[src/rtl/row_serializer_pkg.sv]
// Shared types and helpers for the row serializer.
// Contents:
//   state_t                   - FSM state encoding (IDLE, EMIT)
//   idx_width / len_width     - derived widths for bit index and emit length
//   ROW_SERIALIZER_ASSERT_DIV - elaboration check that ROW_W is a multiple of LANES
`ifndef ROW_SERIALIZER_PKG_SV
`define ROW_SERIALIZER_PKG_SV

// Expands to a generate-if that stops elaboration on an illegal lane split.
`define ROW_SERIALIZER_ASSERT_DIV(row_w, lanes) \
    if ((lanes) == 0 || ((row_w) % (lanes)) != 0 || (row_w) < (lanes)) begin : g_bad_lanes \
        $error("row_serializer: ROW_W must be a non-zero multiple of LANES"); \
    end

package row_serializer_pkg;

    typedef enum logic [0:0] {
        IDLE = 1'b0,
        EMIT = 1'b1
    } state_t;

    // Width of a bit index into a row; at least one bit.
    function automatic int unsigned idx_width(input int unsigned row_w);
        return (row_w > 1) ? $clog2(row_w) : 1;
    endfunction

    // Width able to hold a length of 0..row_w.
    function automatic int unsigned len_width(input int unsigned row_w);
        return $clog2(row_w + 1);
    endfunction

endpackage

`endif

[src/rtl/row_serializer_if.sv]
// Row-in / beat-out bus of the row serializer.
// Signals:
//   in_valid, in_ready   row handshake
//   in_data  [ROW_W]     row payload, bit 0 emitted first
//   in_len   [LEN_W]     bits to emit from the row
//   out_valid, out_ready beat handshake
//   out_bits [LANES]     beat payload
//   out_index[IDX_W]     bit index of out_bits[0]
//   out_last             final beat of the row
// Modports: master drives rows and out_ready, slave is the serializer.
interface row_serializer_if #(
    parameter int unsigned ROW_W = 1280,
    parameter int unsigned LANES = 1
);
    import row_serializer_pkg::*;

    localparam int unsigned IDX_W = idx_width(ROW_W);
    localparam int unsigned LEN_W = len_width(ROW_W);

    logic             in_valid;
    logic             in_ready;
    logic [ROW_W-1:0] in_data;
    logic [LEN_W-1:0] in_len;
    logic             out_valid;
    logic             out_ready;
    logic [LANES-1:0] out_bits;
    logic [IDX_W-1:0] out_index;
    logic             out_last;

    modport master (
        output in_valid, in_data, in_len, out_ready,
        input  in_ready, out_valid, out_bits, out_index, out_last
    );

    modport slave (
        input  in_valid, in_data, in_len, out_ready,
        output in_ready, out_valid, out_bits, out_index, out_last
    );

endinterface

[src/rtl/row_shadow_buf.sv]
// One-row holding buffer used to preload the next row while the current one
// is still being emitted (only instantiated with ROW_SERIALIZER_PRELOAD_EN).
// Ports:
//   clk, reset           clock, asynchronous active-high reset
//   load                 capture load_data/load_len and mark full
//   load_data, load_len  incoming row and its clamped length
//   take                 release the held row (load wins if both set)
//   full                 a row is held
//   data, len            held row and length
module row_shadow_buf #(
    parameter int unsigned ROW_W = 1280,
    parameter int unsigned LEN_W = 11
) (
    input  logic             clk,
    input  logic             reset,
    input  logic             load,
    input  logic [ROW_W-1:0] load_data,
    input  logic [LEN_W-1:0] load_len,
    input  logic             take,
    output logic             full,
    output logic [ROW_W-1:0] data,
    output logic [LEN_W-1:0] len
);

    // Payload capture.
    always_ff @(posedge clk or posedge reset) begin
        if (reset) begin
            data <= '0;
            len  <= '0;
        end else if (load) begin
            data <= load_data;
            len  <= load_len;
        end
    end

    // Occupancy: a same-cycle take and load leaves the slot full with the new row.
    always_ff @(posedge clk or posedge reset) begin
        if (reset) begin
            full <= 1'b0;
        end else if (load) begin
            full <= 1'b1;
        end else if (take) begin
            full <= 1'b0;
        end
    end

endmodule

[src/rtl/row_serializer.sv]
// Row-to-stream serializer: accepts one RAM row per handshake and emits it as
// LANES-bit beats tagged with bit index and last flag, honouring a per-row
// emit length and downstream back-pressure.
// Ports:
//   clk, reset  clock, asynchronous active-high reset
//   bus         row_serializer_if.slave (row input, beat output)
//   busy        a row is being emitted
// Build option: ROW_SERIALIZER_PRELOAD_EN adds a one-row shadow buffer so the
// next row can be accepted during emission and follow with no bubble.
module row_serializer
    import row_serializer_pkg::*;
#(
    parameter int unsigned ROW_W = 1280,
    parameter int unsigned LANES = 1
) (
    input  logic                  clk,
    input  logic                  reset,
    row_serializer_if.slave       bus,
    output logic                  busy
);

    localparam int unsigned IDX_W = idx_width(ROW_W);
    localparam int unsigned LEN_W = len_width(ROW_W);
    localparam int unsigned SUM_W = LEN_W + 1;

    `ROW_SERIALIZER_ASSERT_DIV(ROW_W, LANES)

    state_t           state_q, state_d;
    logic [ROW_W-1:0] row_q, row_d;
    logic [LEN_W-1:0] len_q, len_d;
    logic [IDX_W-1:0] idx_q, idx_d;
    logic             in_ready_q, in_ready_d;
    logic             out_valid_q, out_valid_d;
    logic             out_last_q, out_last_d;
    logic [LANES-1:0] out_bits_q, out_bits_d;
    logic             busy_q, busy_d;
    logic [LEN_W-1:0] in_len_clamped;
    logic             in_fire;
    logic             out_fire;

`ifdef ROW_SERIALIZER_PRELOAD_EN
    logic             shadow_load;
    logic             shadow_take;
    logic             shadow_full;
    logic             shadow_full_d;
    logic [ROW_W-1:0] shadow_data;
    logic [LEN_W-1:0] shadow_len;

    row_shadow_buf #(
        .ROW_W (ROW_W),
        .LEN_W (LEN_W)
    ) u_shadow (
        .clk       (clk),
        .reset     (reset),
        .load      (shadow_load),
        .load_data (bus.in_data),
        .load_len  (in_len_clamped),
        .take      (shadow_take),
        .full      (shadow_full),
        .data      (shadow_data),
        .len       (shadow_len)
    );
`endif

    assign in_len_clamped = (bus.in_len > LEN_W'(ROW_W)) ? LEN_W'(ROW_W) : bus.in_len;
    assign in_fire        = bus.in_valid && in_ready_q;
    assign out_fire       = out_valid_q && bus.out_ready;

    // State register.
    always_ff @(posedge clk or posedge reset) begin
        if (reset) begin
            state_q <= IDLE;
        end else begin
            state_q <= state_d;
        end
    end

    // Next state, active-row datapath and next registered outputs.
    always_comb begin
        state_d = state_q;
        row_d   = row_q;
        len_d   = len_q;
        idx_d   = idx_q;
`ifdef ROW_SERIALIZER_PRELOAD_EN
        shadow_load = 1'b0;
        shadow_take = 1'b0;
`endif

        case (state_q)
            IDLE: begin
`ifdef ROW_SERIALIZER_PRELOAD_EN
                // A shadow row can be left over when an empty row was dropped
                // at the last beat while a new row landed in the freed slot.
                if (shadow_full) begin
                    shadow_take = 1'b1;
                    row_d       = shadow_data;
                    len_d       = shadow_len;
                    idx_d       = '0;
                    if (shadow_len != '0) begin
                        state_d = EMIT;
                    end
                end else
`endif
                if (in_fire) begin
                    row_d = bus.in_data;
                    len_d = in_len_clamped;
                    idx_d = '0;
                    if (in_len_clamped != '0) begin
                        state_d = EMIT;
                    end
                end
            end

            EMIT: begin
`ifdef ROW_SERIALIZER_PRELOAD_EN
                shadow_load = in_fire;
`endif
                if (out_fire) begin
                    if (!out_last_q) begin
                        // Shift the row so the next beat always sits in the low lanes.
                        row_d = row_q >> LANES;
                        idx_d = idx_q + IDX_W'(LANES);
                    end else begin
                        idx_d = '0;
`ifdef ROW_SERIALIZER_PRELOAD_EN
                        if (shadow_full) begin
                            shadow_take = 1'b1;
                            row_d       = shadow_data;
                            len_d       = shadow_len;
                            if (shadow_len == '0) begin
                                state_d = IDLE;
                            end
                        end else
`endif
                        begin
                            state_d = IDLE;
                        end
                    end
                end
            end

            default: begin
                state_d = IDLE;
            end
        endcase

        out_valid_d = (state_d == EMIT);
        busy_d      = (state_d == EMIT);

        // Sum kept one bit wider than the length so it cannot wrap.
        out_last_d = (state_d == EMIT) &&
                     ((SUM_W'(idx_d) + SUM_W'(LANES)) >= SUM_W'(len_d));

        // Lanes at or beyond the row length read as zero.
        out_bits_d = '0;
        for (int k = 0; k < int'(LANES); k++) begin
            if ((SUM_W'(idx_d) + SUM_W'(k)) < SUM_W'(len_d)) begin
                out_bits_d[k] = row_d[k];
            end
        end
        if (state_d != EMIT) begin
            out_bits_d = '0;
        end

`ifdef ROW_SERIALIZER_PRELOAD_EN
        shadow_full_d = shadow_take ? shadow_load : (shadow_full || shadow_load);
        in_ready_d    = !shadow_full_d;
`else
        in_ready_d    = (state_d == IDLE);
`endif
    end

    // Active row and registered outputs.
    always_ff @(posedge clk or posedge reset) begin
        if (reset) begin
            row_q       <= '0;
            len_q       <= '0;
            idx_q       <= '0;
            in_ready_q  <= 1'b1;
            out_valid_q <= 1'b0;
            out_last_q  <= 1'b0;
            out_bits_q  <= '0;
            busy_q      <= 1'b0;
        end else begin
            row_q       <= row_d;
            len_q       <= len_d;
            idx_q       <= idx_d;
            in_ready_q  <= in_ready_d;
            out_valid_q <= out_valid_d;
            out_last_q  <= out_last_d;
            out_bits_q  <= out_bits_d;
            busy_q      <= busy_d;
        end
    end

    assign bus.in_ready  = in_ready_q;
    assign bus.out_valid = out_valid_q;
    assign bus.out_bits  = out_bits_q;
    assign bus.out_index = idx_q;
    assign bus.out_last  = out_last_q;
    assign busy          = busy_q;

endmodule
[src/flat_wrapper.sv]
// flat-port wrapper written by rule: the top's interface ports become plain ports
module row_serializer_flat import row_serializer_pkg::*;
#(
    parameter int unsigned ROW_W = 1280,
    parameter int unsigned LANES = 1
)
  (clk, reset, busy, bus_in_valid, bus_in_data, bus_in_len, bus_out_ready, bus_in_ready, bus_out_valid, bus_out_bits, bus_out_index, bus_out_last);
  row_serializer_if #(.ROW_W(ROW_W), .LANES(LANES)) bus_i ();
  input  logic clk;
  input  logic reset;
  output logic busy;
  input wire logic [$bits(bus_i.in_valid)-1:0] bus_in_valid;
  input wire logic [$bits(bus_i.in_data)-1:0] bus_in_data;
  input wire logic [$bits(bus_i.in_len)-1:0] bus_in_len;
  input wire logic [$bits(bus_i.out_ready)-1:0] bus_out_ready;
  output wire logic [$bits(bus_i.in_ready)-1:0] bus_in_ready;
  output wire logic [$bits(bus_i.out_valid)-1:0] bus_out_valid;
  output wire logic [$bits(bus_i.out_bits)-1:0] bus_out_bits;
  output wire logic [$bits(bus_i.out_index)-1:0] bus_out_index;
  output wire logic [$bits(bus_i.out_last)-1:0] bus_out_last;
  assign bus_i.in_valid = bus_in_valid;
  assign bus_i.in_data = bus_in_data;
  assign bus_i.in_len = bus_in_len;
  assign bus_i.out_ready = bus_out_ready;
  assign bus_in_ready = bus_i.in_ready;
  assign bus_out_valid = bus_i.out_valid;
  assign bus_out_bits = bus_i.out_bits;
  assign bus_out_index = bus_i.out_index;
  assign bus_out_last = bus_i.out_last;
  row_serializer #(.ROW_W(ROW_W), .LANES(LANES)) u_core (.clk(clk), .reset(reset), .bus(bus_i), .busy(busy));
endmodule
[config.mk]
export PLATFORM = sky130hd
export DESIGN_NAME = row_serializer_flat
export DESIGN_NICKNAME = d
export VERILOG_FILES = /design/src/rtl/row_serializer_pkg.sv /design/src/rtl/row_serializer_if.sv /design/src/rtl/row_shadow_buf.sv /design/src/rtl/row_serializer.sv /design/src/flat_wrapper.sv
export SDC_FILE = /design/constraint.sdc
export NUM_CORES = 2
export LEC_CHECK = 0
export ABC_AREA = 1
export ABC_CLOCK_PERIOD_IN_PS = 120400
export BUFFER_PORTS_ARGS = -buffer_cell sky130_fd_sc_hd__buf_2
export CAP_MARGIN = 0
export CORE_AREA = 2 2 508 510
export CTS_CLUSTER_SIZE = 24
export DETAILED_ROUTE_END_ITERATION = 7
export DIE_AREA = 0 0 510 512
export MAX_ROUTING_LAYER = met4
export PLACE_DENSITY = 0.37
export SYNTH_ARGS = -nofsm -noshare
export SYNTH_HDL_FRONTEND = slang
export SYNTH_SLANG_ARGS = --single-unit
[constraint.sdc]
create_clock -name clk -period 120.4 [get_ports clk]
set_input_delay 24.08 -clock clk [delete_from_list [all_inputs] [get_ports clk]]
set_output_delay 24.08 -clock clk [all_outputs]
set_load 0.02 [all_outputs]
# ---- Word-level counts from Yosys, hierarchy flattened
# Cells that the tools add are included.
dict set report totals {
  elab_cells 41
  reg_bits 1306
}
dict set report classes {
  reduce_logical 5
  bitwise 2
  n_eq_ne 3
  addsub 2
  order_cmp 3
  n_mux 18
}
# op count
set ops {}
lappend ops {{two-way mux 1280 bit} 3}
lappend ops {{one-hot mux 1280 bit (2 select lines)} 1}
lappend ops {{two-way mux 11 bit} 6}
lappend ops {{one-hot mux 11 bit (2 select lines)} 1}
lappend ops {{adder 11 x 1 -> 12 bit, second input constant} 1}
lappend ops {{>= comparator 12 x 11 -> 1 bit} 1}
lappend ops {{adder 11 x 1 -> 11 bit, second input constant} 1}
lappend ops {{> comparator 11 bit, second input constant} 1}
lappend ops {{< comparator 11 bit} 1}
lappend ops {{nonzero test 11 bit} 1}
lappend ops {{two-way mux 1 bit} 6}
lappend ops {{inequality test 2 bit, second input constant} 2}
lappend ops {{logical AND 1 bit} 3}
lappend ops {{AND reduction 3 bit} 1}
lappend ops {{inequality test 2 x 1 -> 1 bit, second input constant} 1}
lappend ops {{NOT 1 bit} 2}
lappend ops {{one-hot mux 1 bit (2 select lines)} 1}

# ---- Depth between registers and ports, before layout
dict set report depth {
  depth_word 7
  depth_mapped 23
  ltp_nobuf 23
}

# ---- Least setup slack after synthesis
# No wires, ideal clock.
dict set report synth_timing {
  path_kind {input port to flip-flop}
  from {input port bus_in_valid}
  to {register u_core.out_last_q (netlist: u_core.bus.out_last)}
  required_ns 120.328
  path_slack_ns 94.147
  arrival_ns 26.182
  path_stages 21
  setup_ns 0.072
  cell_sequence {nand2_2 inv_1 o21ai_0 nand3_1 inv_1 ha_1 nand3_2 nor2_2 nand2_2 nand2_1 inv_1 ha_1 inv_1 o31a_1 nand2_1 nand2_1 nand2_1 nand2_1 nand2_1 nor2_1 nor2_1}
}
dict set report synth_between {
  elab_chain_cells 6
  elab_cells_between_ends 10
  cone_classes {add/sub (1); order compare (1); mux (6); reduce/logical (2)}
}
# item line
set synth_lines {}
lappend synth_lines {{from (decl)} flat_wrapper.sv:12} ;# input wire logic [$bits(bus_i.in_valid)-1:0] bus_in_valid;
lappend synth_lines {{logical AND 1 bit} row_serializer.sv:66} ;# assign in_fire = bus.in_valid && in_ready_q;
lappend synth_lines {{two-way mux 11 bit} row_serializer.sv:104} ;# if (in_fire) begin
lappend synth_lines {{one-hot mux 11 bit (2 select lines)} row_serializer.sv:89} ;# case (state_q)
lappend synth_lines {{via u_core.idx_d[1]} row_serializer.sv:31} ;# logic [IDX_W-1:0] idx_q, idx_d;
lappend synth_lines {{adder 11 x 1 -> 12 bit} row_serializer.sv:152} ;# ((SUM_W'(idx_d) + SUM_W'(LANES)) >= SUM_W'(len_d));
lappend synth_lines {{>= comparator 12 x 11 -> 1 bit} row_serializer.sv:152}
lappend synth_lines {{logical AND 1 bit} row_serializer.sv:151} ;# out_last_d = (state_d == EMIT) &&
lappend synth_lines {{via u_core.out_last_d} row_serializer.sv:34} ;# logic out_last_q, out_last_d;
lappend synth_lines {{to (signal assigned)} row_serializer.sv:190} ;# out_last_q <= out_last_d;
lappend synth_lines {{to (decl)} row_serializer.sv:34}
# The timed path passes the listed nets, and every way through them passes these cells.
# A chain may end at the register's enable or synchronous reset.

# ---- Final worst setup path
dict set report layout_timing {
  from {input port bus_in_valid}
  to {register u_core.row_q[909]}
}
dict set report layout_between {
  elab_chain_cells 3
}
# item line
set layout_lines {}
lappend layout_lines {{logical AND 1 bit} row_serializer.sv:66}
lappend layout_lines {{inequality test 2 x 1 -> 1 bit (no line)} -}
lappend layout_lines {{AND reduction 3 bit (no line)} -}
lappend layout_lines {{to (signal assigned)} row_serializer.sv:185} ;# row_q <= row_d;
lappend layout_lines {{to (decl)} row_serializer.sv:29} ;# logic [ROW_W-1:0] row_q, row_d;
# Every way passes these cells.

==> impl_metrics.toml <==
[grt]
grt_max_degree = 203
grt_pass1_vias = 48700
antenna_found_initial = 329
grt_pass1_wl_um = 333000
overflow = 0
grt_use_total = 0.174

[timing]
rsz0062_at_grt = "false"
relSlewSlack = 0.247
period_share = 0.237
layout_min_cycle_time_ns = 28.52
drv_slew = 0
skew_ns = 0.0515
tightest_slew_ns = 1.13
clock.fmax_mhz = 35.1
setup_viol = 0
fin_setup_tns_ns = 0
hold_viol_final = 0

[finish]
n_fill_cell = 27500
final_common_cell = "nand2_1"
seqCellArea_sq_um = 32700
areaGrowthSynthToFinish_pct = 28.0
fin_nets = 8279
final_cell_mix = "2,626 x nand2_1, 1,310 x buf_2, 1,305 x dfrtp_1"
multi_input_area_sq_um = 20500
drive_above_1_share = 0.234

[synthesis]
synth_edf_count = 0
async_flop_share = 1.00
ys_ff_latch = 1306
syn-cell-area_sq_um = 55400
seq_area_frac_synth = 0.590
synth_ff_type = "dfrtp_1"
syn_inst = 5849
synth_cell_types = 39
ys_warn_count = 0
avgSynthCellArea_sq_um = 9.47
syn_nets = 7168

[place]
io_buffers = 1310
detailed_place_hpwl_um = 160000
routabilityCongestion = 0.811

[routing]
wl_per_cell_um = 21.3
drt_iter0_drc = 3837
num_vias = 47700
first_pass_iters = 5
drcViolationCount = 0
viasPerCell = 4.46
wl_um = 228000
drtAntennaViolNets = 0

[setup_path]
path_max_fanout = 80
endpoint_kind = "register"
required_ns = 121.14
start_kind = "input port"
path_class = "input port to register"
crit_arrival_ns = 29.26

[clock_network]
clock_latency_ns = 0.80
cts_buffers = 165
cts_tree = "yes"
ctsResizeCount = 0
post_cts_buffers = 0
hold_buffers = 0
htree_levels = 4
clockBufferDepth = 3
path_clk_slew_ns = 0.05
root_buffer = "clkbuf_16"
clock_sinks = 1306

[worst_hold_path]
hp-class = "register to register"

[floorplanning]
die-area_sq_um = 261000
die_w_um = 510
io-pin-count = 1311
die_y_um = 512
core-area_sq_um = 256000
start_util = 0.217
row_count = 186

[power_and_ir_drop]
ir_worst_vdd_mv = 0.0124
power.density_nw_per_um2 = 23.9
leakagePower_uw = 0.0367
p_total_uw = 1700

[flow_run]
cap_violations = 0

[status]
status = "completed"
final timing paths:
check	end	cells after the start	slack, ns	from
worst max-delay path	u_core.row_q[909]$_DFFE_PP0P_	11	91.88	bus_in_valid
worst min-delay path	u_core.row_q[992]$_DFFE_PP0P_	2	0.45	u_core.row_q[993]$_DFFE_PP0P_
worst max register to register	u_core.row_q[909]$_DFFE_PP0P_	10	114.49	u_core.state_q$_DFF_PP0_
worst min register to register	u_core.row_q[992]$_DFFE_PP0P_	2	0.45	u_core.row_q[993]$_DFFE_PP0P_
max in group asynchronous	u_core.row_q[1255]$_DFFE_PP0P_	6	93.13	reset
min in group asynchronous	u_core.row_q[508]$_DFFE_PP0P_	2	23.43	reset
stage by stage:
step,utilization,hold WS (ns),cells,worst slack (ns),instance area (sq um)
finish,0.277,0.449,10700,91.88,70900
global route,0.277,0.467,10700,91.46,70800
CTS,0.275,0.440,10500,91.84,70300
detailed placement,0.253,0.466,10200,90.93,64800
global placement,0.253,0.462,10200,90.98,64800
floorplan,-,0.450,5849,59.51,55400
cells by family (layout without fill, tap and decap cells):
group / Yosys count / in the layout / share of synthesized area
compound gates: 1325 / 1325 / 0.178
xor+xnor: 5 / 5 / 0.000791
simple gates: 2699 / 2699 / 0.186
flops: 1306 / 1306 / 0.590
other cells: 0 / 249 / 0
fa+ha+maj: 24 / 24 / 0.00542
buf+inv: 490 / 1720 / 0.0394
sequential cells by signal, indices dropped and copies added, names as in the netlist:
register	count
u_core.bus.out_index	11
u_core.len_q	11
u_core.bus.out_last	1
u_core.bus.in_ready	1
u_core.state_q	1
u_core.bus.out_bits	1
u_core.row_q	1280
final cells by class:
type / count / share of cell area
sequential: 1306 / 0.461
multi-input combinational: 4053 / 0.290
timing repair buffer: 1373 / 0.100
clock buffer: 241 / 0.0681
tap: 3384 / 0.0597
clock inverter: 45 / 0.00897
antenna: 249 / 0.00879
inverter: 61 / 0.00334
per-layer routing:
metal	up-vias	GRT usage	part of all wire
met5	-	-	0
met4	0	0.0603	0.036
met3	447	0.0786	0.10
met2	1603	0.273	0.47
met1	23000	0.195	0.39
li1	22600	-	-
synthesized netlist by cell type (all sizes together), types with 3 or more instances:
library cell  instances  area (sq um)
nand3                17           113
a22oi              1278          9590
nand2              2629          9880
xor2                  3          26.3
inv                  61           229
ha                   24           300
clkbuf              151           567
a21oi                13          72.6
buf                 278          1390
nor2                 41           248
o21ai                23           119
nor3                  5          36.3
a31oi                 5          31.3
nand4                 5          31.3
dfrtp              1305         32700
critical path, cell delays in order:
cell     delay (ns)
buf_2          0.11
nand2_2        0.15
nor2_8         0.06
nor2_4         0.79
buf_4          0.51
buf_4          0.74
buf_4          0.75
buf_4          0.79
buf_4          0.80
nand2_1        0.13
nand2_1        0.12
report_power, final:
part / total (uW) / switching (uW) / internal [uW]
Combinational: 470 / 306 / 164
Sequential: 720 / 105 / 616
Clock: 505 / 208 / 297
Total: 1700 / 619 / 1080
(Power assumes the default switching activity.)
